--- src/rtl/mem_pkg.sv ---
// Shared types and constants for the memory-access stage.
package mem_pkg;

  localparam int unsigned XLEN_W = 64;

  typedef logic [XLEN_W-1:0] reg_data_t;

  typedef enum logic [1:0] {
    OP_MEM_LD  = 2'd0,
    OP_MEM_LDU = 2'd1,
    OP_MEM_ST  = 2'd2
  } decode_mem_op_t;

  typedef enum logic [1:0] {
    MAU_IDLE,
    MAU_REQ,
    MAU_DRAIN,
    MAU_DONE
  } mau_state_t;

  localparam logic [1:0] MEM_SZ_B = 2'd0;
  localparam logic [1:0] MEM_SZ_H = 2'd1;
  localparam logic [1:0] MEM_SZ_W = 2'd2;
  localparam logic [1:0] MEM_SZ_D = 2'd3;

  localparam logic [7:0] BE_BASE_B = 8'h01;
  localparam logic [7:0] BE_BASE_H = 8'h03;
  localparam logic [7:0] BE_BASE_W = 8'h0F;
  localparam logic [7:0] BE_BASE_D = 8'hFF;

  function automatic logic [7:0] be_mask(input logic [1:0] size, input logic [2:0] a);
    logic [7:0] m;
    case (size)
      MEM_SZ_B: m = BE_BASE_B << a;
      MEM_SZ_H: m = BE_BASE_H << a;
      MEM_SZ_W: m = BE_BASE_W << a;
      default:  m = BE_BASE_D;
    endcase
    return m;
  endfunction

endpackage

--- src/rtl/mem_access_unit_if.sv ---
// AGU-side, data-memory and writeback signals of the memory-access stage.
interface mem_access_unit_if;
  import mem_pkg::*;

  logic           i_e;
  logic           o_ready;
  decode_mem_op_t i_op;
  reg_data_t      i_addr;
  logic [1:0]     i_size;
  logic           i_misalign;
  reg_data_t      i_st_data;
  logic           i_flush;

  logic           o_dmem_req;
  logic           o_dmem_we;
  reg_data_t      o_dmem_addr;
  logic [7:0]     o_dmem_be;
  reg_data_t      o_dmem_wdata;
  logic           i_dmem_ack;
  reg_data_t      i_dmem_rdata;

  logic           o_valid;
  reg_data_t      o_data;
  logic           o_misalign;

  modport slave (
    input  i_e, i_op, i_addr, i_size, i_misalign, i_st_data, i_flush,
           i_dmem_ack, i_dmem_rdata,
    output o_ready, o_dmem_req, o_dmem_we, o_dmem_addr, o_dmem_be, o_dmem_wdata,
           o_valid, o_data, o_misalign
  );

  modport master (
    output i_e, i_op, i_addr, i_size, i_misalign, i_st_data, i_flush,
           i_dmem_ack, i_dmem_rdata,
    input  o_ready, o_dmem_req, o_dmem_we, o_dmem_addr, o_dmem_be, o_dmem_wdata,
           o_valid, o_data, o_misalign
  );

endinterface

--- src/rtl/mem_lane_align.sv ---
// Byte-lane steering: store replication, byte enables and load extraction/extension.
module mem_lane_align
  import mem_pkg::*;
(
  input  logic [2:0]     addr_lo,
  input  logic [1:0]     size,
  input  decode_mem_op_t op,
  input  reg_data_t      st_data,
  input  reg_data_t      rdata,
  output logic [7:0]     be,
  output reg_data_t      wdata,
  output reg_data_t      ld_data
);

  reg_data_t shifted;
  logic      sext;

  always_comb begin
    be      = be_mask(size, addr_lo);
    shifted = rdata >> {addr_lo, 3'b000};
    sext    = (op == OP_MEM_LD);
    wdata   = '0;
    ld_data = '0;
    case (size)
      MEM_SZ_B: begin
        wdata   = {8{st_data[7:0]}};
        ld_data = {{56{sext & shifted[7]}}, shifted[7:0]};
      end
      MEM_SZ_H: begin
        wdata   = {4{st_data[15:0]}};
        ld_data = {{48{sext & shifted[15]}}, shifted[15:0]};
      end
      MEM_SZ_W: begin
        wdata   = {2{st_data[31:0]}};
        ld_data = {{32{sext & shifted[31]}}, shifted[31:0]};
      end
      default: begin
        wdata   = st_data;
        ld_data = shifted;
      end
    endcase
  end

endmodule

--- src/rtl/mem_access_unit.sv ---
// Memory-access stage: one dmem transaction per op, aligned/extended result to writeback.
module mem_access_unit
  import mem_pkg::*;
#(
  parameter int unsigned XLEN = 64
) (
  input  logic                 i_clk,
  input  logic                 i_rst,
  input  logic [31:0]          i_log_fd,
  mem_access_unit_if.slave     bus
);

  mau_state_t     state, state_nxt;
  decode_mem_op_t op_q;
  logic [XLEN-1:0] addr_q;
  logic [XLEN-1:0] st_q;
  logic [XLEN-1:0] data_q;
  logic [1:0]     size_q;
  logic           mis_q;

  logic           accept;
  logic           busy_req;
  logic [7:0]     be;
  reg_data_t      wdata;
  reg_data_t      ld_data;

  // Trace descriptor is only meaningful to simulation-side logging.
  logic unused_log;
  assign unused_log = ^i_log_fd;

  mem_lane_align u_align (
    .addr_lo (addr_q[2:0]),
    .size    (size_q),
    .op      (op_q),
    .st_data (st_q),
    .rdata   (bus.i_dmem_rdata),
    .be      (be),
    .wdata   (wdata),
    .ld_data (ld_data)
  );

  assign accept   = (state == MAU_IDLE) && bus.i_e && !bus.i_flush;
  assign busy_req = (state == MAU_REQ) || (state == MAU_DRAIN);

  always_comb begin
    state_nxt = state;
    unique case (state)
      MAU_IDLE:  if (accept) state_nxt = bus.i_misalign ? MAU_DONE : MAU_REQ;
      MAU_REQ: begin
        if (bus.i_dmem_ack)   state_nxt = bus.i_flush ? MAU_IDLE : MAU_DONE;
        else if (bus.i_flush) state_nxt = MAU_DRAIN;
      end
      MAU_DRAIN: if (bus.i_dmem_ack) state_nxt = MAU_IDLE;
      MAU_DONE:  state_nxt = MAU_IDLE;
      default:   state_nxt = MAU_IDLE;
    endcase
  end

  always_ff @(posedge i_clk or posedge i_rst) begin
    if (i_rst) begin
      state  <= MAU_IDLE;
      op_q   <= OP_MEM_LD;
      addr_q <= '0;
      st_q   <= '0;
      size_q <= '0;
      data_q <= '0;
      mis_q  <= 1'b0;
    end else begin
      state <= state_nxt;
      if (accept) begin
        op_q   <= bus.i_op;
        addr_q <= bus.i_addr;
        st_q   <= bus.i_st_data;
        size_q <= bus.i_size;
        data_q <= '0;
        mis_q  <= bus.i_misalign;
      end else if ((state == MAU_REQ) && bus.i_dmem_ack && !bus.i_flush) begin
        data_q <= (op_q == OP_MEM_ST) ? '0 : ld_data;
      end
    end
  end

  // Memory fields come only from latched state and read as zero outside a request.
  assign bus.o_ready      = (state == MAU_IDLE);
  assign bus.o_dmem_req   = busy_req;
  assign bus.o_dmem_we    = busy_req && (op_q == OP_MEM_ST);
  assign bus.o_dmem_addr  = busy_req ? {addr_q[XLEN-1:3], 3'b000} : '0;
  assign bus.o_dmem_be    = busy_req ? be : '0;
  assign bus.o_dmem_wdata = busy_req ? wdata : '0;
  assign bus.o_valid      = (state == MAU_DONE) && !bus.i_flush;
  assign bus.o_data       = data_q;
  assign bus.o_misalign   = mis_q;

endmodule

--- src/flat_wrapper.sv ---
// flat-port wrapper written by rule: the top's interface ports become plain ports
module mem_access_unit_flat import mem_pkg::*;
#(
  parameter int unsigned XLEN = 64
)
  (i_clk, i_rst, i_log_fd, bus_i_e, bus_i_op, bus_i_addr, bus_i_size, bus_i_misalign, bus_i_st_data, bus_i_flush, bus_i_dmem_ack, bus_i_dmem_rdata, bus_o_ready, bus_o_dmem_req, bus_o_dmem_we, bus_o_dmem_addr, bus_o_dmem_be, bus_o_dmem_wdata, bus_o_valid, bus_o_data, bus_o_misalign);
  mem_access_unit_if bus_i ();
  input  logic i_clk;
  input  logic i_rst;
  input  logic [31:0] i_log_fd;
  input wire logic [$bits(bus_i.i_e)-1:0] bus_i_e;
  input wire logic [$bits(bus_i.i_op)-1:0] bus_i_op;
  input wire logic [$bits(bus_i.i_addr)-1:0] bus_i_addr;
  input wire logic [$bits(bus_i.i_size)-1:0] bus_i_size;
  input wire logic [$bits(bus_i.i_misalign)-1:0] bus_i_misalign;
  input wire logic [$bits(bus_i.i_st_data)-1:0] bus_i_st_data;
  input wire logic [$bits(bus_i.i_flush)-1:0] bus_i_flush;
  input wire logic [$bits(bus_i.i_dmem_ack)-1:0] bus_i_dmem_ack;
  input wire logic [$bits(bus_i.i_dmem_rdata)-1:0] bus_i_dmem_rdata;
  output wire logic [$bits(bus_i.o_ready)-1:0] bus_o_ready;
  output wire logic [$bits(bus_i.o_dmem_req)-1:0] bus_o_dmem_req;
  output wire logic [$bits(bus_i.o_dmem_we)-1:0] bus_o_dmem_we;
  output wire logic [$bits(bus_i.o_dmem_addr)-1:0] bus_o_dmem_addr;
  output wire logic [$bits(bus_i.o_dmem_be)-1:0] bus_o_dmem_be;
  output wire logic [$bits(bus_i.o_dmem_wdata)-1:0] bus_o_dmem_wdata;
  output wire logic [$bits(bus_i.o_valid)-1:0] bus_o_valid;
  output wire logic [$bits(bus_i.o_data)-1:0] bus_o_data;
  output wire logic [$bits(bus_i.o_misalign)-1:0] bus_o_misalign;
  assign bus_i.i_e = bus_i_e;
  assign bus_i.i_op = bus_i_op;
  assign bus_i.i_addr = bus_i_addr;
  assign bus_i.i_size = bus_i_size;
  assign bus_i.i_misalign = bus_i_misalign;
  assign bus_i.i_st_data = bus_i_st_data;
  assign bus_i.i_flush = bus_i_flush;
  assign bus_i.i_dmem_ack = bus_i_dmem_ack;
  assign bus_i.i_dmem_rdata = bus_i_dmem_rdata;
  assign bus_o_ready = bus_i.o_ready;
  assign bus_o_dmem_req = bus_i.o_dmem_req;
  assign bus_o_dmem_we = bus_i.o_dmem_we;
  assign bus_o_dmem_addr = bus_i.o_dmem_addr;
  assign bus_o_dmem_be = bus_i.o_dmem_be;
  assign bus_o_dmem_wdata = bus_i.o_dmem_wdata;
  assign bus_o_valid = bus_i.o_valid;
  assign bus_o_data = bus_i.o_data;
  assign bus_o_misalign = bus_i.o_misalign;
  mem_access_unit #(.XLEN(XLEN)) u_core (.i_clk(i_clk), .i_rst(i_rst), .i_log_fd(i_log_fd), .bus(bus_i));
endmodule
--- config.mk ---
export PLATFORM = sky130hd
export DESIGN_NAME = mem_access_unit_flat
export DESIGN_NICKNAME = d
export VERILOG_FILES = /design/src/rtl/mem_pkg.sv /design/src/rtl/mem_access_unit_if.sv /design/src/rtl/mem_lane_align.sv /design/src/rtl/mem_access_unit.sv /design/src/flat_wrapper.sv
export SDC_FILE = /design/constraint.sdc
export NUM_CORES = 1
export LEC_CHECK = 0
export BUFFER_PORTS_ARGS = -buffer_cell sky130_fd_sc_hd__buf_2
export CORE_AREA = 8 8 165 167
export DETAILED_ROUTE_END_ITERATION = 6
export DIE_AREA = 0 0 173 175
export PLACE_DENSITY = 0.74
export SETUP_SLACK_MARGIN = 0.02
export SYNTH_ARGS = -nofsm -noshare
export SYNTH_HDL_FRONTEND = slang
export SYNTH_SLANG_ARGS = --single-unit
export TNS_END_PERCENT = 1
--- constraint.sdc ---
create_clock -name i_clk -period 10.8 [get_ports i_clk]
set_input_delay 1.08 -clock i_clk [delete_from_list [all_inputs] [get_ports i_clk]]
set_output_delay 1.08 -clock i_clk [all_outputs]
set_load 0.03 [all_outputs]
== Yosys cells after proc, flatten, opt, wreduce, memory -nomap -nowiden ==
Cells that the tools add are included.
Word-level totals
  flip-flop bits (word level): 199
  bits of input ports: 234
  output and inout port bits: 205
  word-level logic and storage cells: 52
Operators by class
  equality and inequality tests: 9
  shifts and indexed selects: 4
  multiplexer cells: 16
  bitwise logic cells: 3
  reductions and logical operators: 13
Operator list (number)
  $pmux W64 S3: 2
  $mux W64: 5
  $shr A64 B6 Y64: 1
  $pmux W8 S3: 1
  $mux W2: 6
  $eq A2 B2 Y1 const B: 4
  $mux W8: 1
  $pmux W2 S4: 1
  $shl A1 B3 Y8 const A: 1
  $shl A2 B3 Y8 const A: 1
  $shl A4 B3 Y8 const A: 1
  $logic_and A1 B1 Y1: 6
  $logic_not A2 Y1: 3
  $eq A2 B1 Y1 const B: 2
  $and A1 B1 Y1: 3
  $ne A3 B3 Y1 const B: 1
  $reduce_and A3 Y1: 1
  $ne A2 B1 Y1 const B: 1
  $ne A2 B2 Y1 const B: 1
  $reduce_bool A2 Y1: 1
  $logic_not A1 Y1: 1
  $logic_or A1 B1 Y1: 1

== Longest topological paths before layout ==
  depth after elaboration: 6
  depth in mapped cells: 9
  gate-level depth less buffers: 7

== Modules after synthesis ==
Synthesis repeated with hierarchy kept, for this count alone.
Unflattened totals
  cells, all modules: 1093
  area, all modules: 12074.1 µm²
By module, submodules not included
  mem_access_unit: times used 1, cells each 602, area each 8660.8 µm², seq. area each 4979.8 µm²
  mem_lane_align: times used 1, cells each 491, area each 3413.3 µm², seq. area each 0.0 µm²

== Worst setup path before layout ==
Ideal clock, no wire load.
  path type: register -> output
  start point: register u_core.size_q[1]
  end point: output port bus_o_dmem_wdata[14]
  arrival: 2.104 ns
  slack: 7.616 ns
  cell stages (with the launch flop): 9
  path buffers: 3
  path through: dfrtp_1 inv_1 ha_1 clkbuf_1 or2_2 clkbuf_1 clkbuf_1 o21ai_0 a21oi_1
Between the ends
  longest elaborated chain between the ends: 3
  elaborated cells on any way between the ends: 5
  classes of those cells: 2 x eq/ne; 2 x mux; 1 x reduce/logical
RTL lines
  from (decl): RTL line mem_access_unit.sv:18  | logic [1:0] size_q;
  from (signal assigned): RTL line mem_access_unit.sv:74  | size_q <= bus.i_size;
  $eq A2 B2 Y1, or another cell as far along: RTL line mem_lane_align.sv:24  | case (size)
  $pmux W64 S3 (*): RTL line mem_lane_align.sv:24
  $mux W64 (*): RTL line mem_access_unit.sv:89  | assign bus.o_dmem_wdata = busy_req ? wdata : '0;
  to (decl): RTL line flat_wrapper.sv:25  | output wire logic [$bits(bus_i.o_dmem_wdata)-1:0] bus_o_dmem_wdata;
Mark *: on every way between the ends. The rest lies on a longest branch, timed or not.

== Worst setup path in the final report ==
  start point: register u_core.addr_q[1]
  end point: output port bus_o_dmem_be[5]
Between the ends
  longest elaborated chain between the ends: 3
  elaborated cells on any way between the ends: 5
  classes of those cells: 3 x shift; 2 x mux
RTL lines
  from (decl): RTL line mem_access_unit.sv:15  | logic [XLEN-1:0] addr_q;
  from (signal assigned): RTL line mem_access_unit.sv:72  | addr_q <= bus.i_addr;
  $shl A4 B3 Y8, or another cell as far along: RTL line mem_pkg.sv:36  | MEM_SZ_W: m = BE_BASE_W << a;
  $pmux W8 S3 (*): RTL line mem_pkg.sv:33  | case (size)
  $mux W8 (*): RTL line mem_access_unit.sv:88  | assign bus.o_dmem_be = busy_req ? be : '0;
  to (decl): RTL line flat_wrapper.sv:24  | output wire logic [$bits(bus_i.o_dmem_be)-1:0] bus_o_dmem_be;
Marked as above.

==> impl_metrics.ini <==
[layout]
final_nets = 1864
final-seq-area_mm2 = 0.004981
drive_gt1_frac = 0.2976
nFillCells = 2278
area_growth_pct = 25.90
final_common_cell = nand2_1
final_cell_mix = nand2_1, buf_2, dfrtp_1
postLayoutCoreUtil = 0.5489
multiInputGateArea_mm2 = 0.005216
fin_area_mm2 = 0.01354

[sta]
post-route-min-period_ps = 4597
drv_slew = 0
rsz0062_at_grt = false
finalCritPeriodShare = 0.4256
setup_viol = 0
max_freq_mhz = 217.6
final_hold_viol_count = 0
finalClockSkew_ps = 13.51
tightest_slew_ps = 1099
relSlewSlack = 0.2655
timing.setup.tns_ps = 0

[logic_synthesis]
yosysSeqAreaShare = 0.4629
synth_top_family_by_area = simple AND/OR/NAND/NOR gates
ys_warn_count = 0
synth_compound_area_frac = 0.1827
synth.avg_cell_area_um2 = 8.365
synthMuxAreaShare = 0.07083
synth_xor_area_frac = 0
ys_ff_latch = 199
ys_async_sr_fraction = 1.000
syn_inst = 1286
synthAdderAreaFrac = 0.01163
synth.distinct_cells = 48
ys.flop_type = dfrtp_1
synth_edf_count = 0
synth_top_area_share = 0.4629
synth_area_leaders = dfrtp_1, nand2_1, o21ai_0, mux2i_1, and2_1
netlist_area_mm2 = 0.01076
yosys.area.top_type = dfrtp_1
synthSimpleGateAreaFrac = 0.2171

[worst_setup_path]
crit_arrival_ps = 3520
reg2regPathDepth = 6
critPathCapture = bus_o_dmem_be[5]
slowest_delay_ps = 890
timing.rr.start = u_core.addr_q[2]
crit_chain = buf_4, clkinv_1, nand2_1, o22ai_1, o21a_1, buf_2
path_buf_inv = 3
cp-end-kind = output pin
start_kind = flop
crit_required_ps = 9720
worst-path-stages = 6
r2r_end = u_core.bus.o_data[30]
crit_type = reg2out
worst-path-max-fanout = 55
cp-startpoint = u_core.addr_q[1]
rrSetupSlack_ps = 7440
critPathSlowestCell = nand2_1
crit_family = buffers and inverters

[drt]
drc = 0
drtPass1Iterations = 5
drtIter0Drc = 1196
vias_per_cell = 5.451
wl_per_cell_um = 19.99
num_vias = 10733
routed_wl_um = 39350
drt.antenna.violating_nets = 0

[placement]
port_buffers = 403
dpl_cell_area_mm2 = 0.01289
gp_congestion = 0.9441
dp_hpwl_um = 27960

[global_route]
grt_first_pass_wirelength_um = 61050
grt_start_max_net_pins = 139
grt_pass1_vias = 10629
grtUsageTotal = 0.2508
grt_overflow = 0
antenna_found_initial = 12

[clocking]
cts_max_level = 4
clk_pin_slew_worst_paths_ps = 90
cts_resized = 0
clock-sinks = 199
cts_hold_buf = 0
cts_tree = yes
clock-root-buffer = clkbuf_16
cts_setup_buffers = 0
cts_buffer_depth = 2
cts_buffers = 17
worstSkewPairLatency_ps = 430

[die]
rows = 58
die_x_um = 173
start_util = 0.4360
ios = 439
dieHeight_um = 175
core_area_mm2 = 0.02467
die-area_mm2 = 0.03028

[pwr]
p_per_area_mw_per_mm2 = 381.4
ir_drop_v = 0.0002534
power_leakage_nw = 7.313

[run_status]
status = complete, no violations

[min_path]
hp-class = reg2reg

[job]
cap_violations = 0
==> cell usage after synthesis (2+ instances only) <==
cell      instances
o21ai_0         124
buf_1             4
o22ai_1          11
a31oi_1           7
or2_2             4
mux2_2            9
mux2i_1          48
dfrtp_1         199
a22oi_1           8
buf_2            12
ha_1             10
clkbuf_1         80
o221ai_1          9
or3_1             2
a211oi_1         16
a21oi_1          57
nand2b_1          2
mux4_2            8
buf_4             5
a31o_2            8
and2_1           69
nand2_1         415
clkinv_1          4
a22o_1           32
a221o_1          16
inv_1            39
a211o_1           8
nor2_1           55
nor2b_1           6
==> power breakdown <==
group	internal, mW	switching [mW]	total (mW)
clock network	0.365	0.338	0.703
logic	0.925	2.23	3.15
registers	1.09	0.219	1.31
total	2.38	2.79	5.17
==> routing by layer <==
| layer | track usage | vias up | part of all wire |
|---|---|---|---|
| li1 | - | 4988 | - |
| met1 | 0.3140 | 5034 | 0.40 |
| met2 | 0.3962 | 604 | 0.46 |
| met3 | 0.08159 | 93 | 0.11 |
| met4 | 0.1006 | 14 | 0.035 |
| met5 | 0 | - | 0.0023 |
==> per-stage QoR <==
stage / hold slack (ps) / setup WS [ps] / std cells / total power, mW
5_1_grt: 489.1 / 5940 / 1966 / 5.474
3_3_place_gp: 450.5 / 6732 / 1931 / 4.418
4_1_cts: 475.0 / 6219 / 1963 / 5.175
2_1_floorplan: 437.4 / 4294 / 1288 / 3.501
3_5_place_dp: 454.7 / 6708 / 1931 / 4.456
6_report: 472.5 / 6203 / 1969 / 5.165
==> cells by family after synthesis <==
family	Yosys count
AO/OA/AOI/OAI	307
flip-flops	199
adder cells (fa/ha/maj)	10
AND/OR/NAND/NOR	559
other	1
multiplexers	65
buffers and inverters	145
==> area by class of cell <==
class,count,share of cell area
Multi-Input combinational cell,944,0.3851
Antenna cell,6,0.001109
Sequential cell,199,0.3678
Tap cell,330,0.03049
Timing Repair Buffer,415,0.1556
Clock inverter,14,0.01506
Inverter,43,0.01247
Clock buffer,18,0.03243
==> registers in the layout (all words and copies together), names as in the netlist <==
signal,count
u_core.addr_q,64
u_core.bus.o_data,64
u_core.st_q,64
u_core.op_q,2
u_core.size_q,2
u_core.state,2
u_core.bus.o_misalign,1
==> worst register-to-register path, delay by kind of cell, from the launching register on <==
kind                   cells  cell delay (ps)
AOI/OAI and AO/OA          2              990
buffers and inverters      2             1070
DFF                        1              320
muxes                      1              710
and+or+nand+nor            1              210
==> worst min-delay path by stage <==
stage                                    to               from  depth (start not counted)  slack [ps]
after detailed placement  u_core.addr_q[48]  u_core.addr_q[48]                          2         450
after global placement    u_core.addr_q[11]  u_core.addr_q[11]                          2         450
after CTS                 u_core.addr_q[48]  u_core.addr_q[48]                          2         480
after floorplan           u_core.addr_q[44]  u_core.addr_q[44]                          2         440
final                     u_core.addr_q[48]  u_core.addr_q[48]                          2         470
after global routing        u_core.st_q[40]    u_core.st_q[40]                          2         490
No activity file was read; power rests on OpenSTA's default activity.
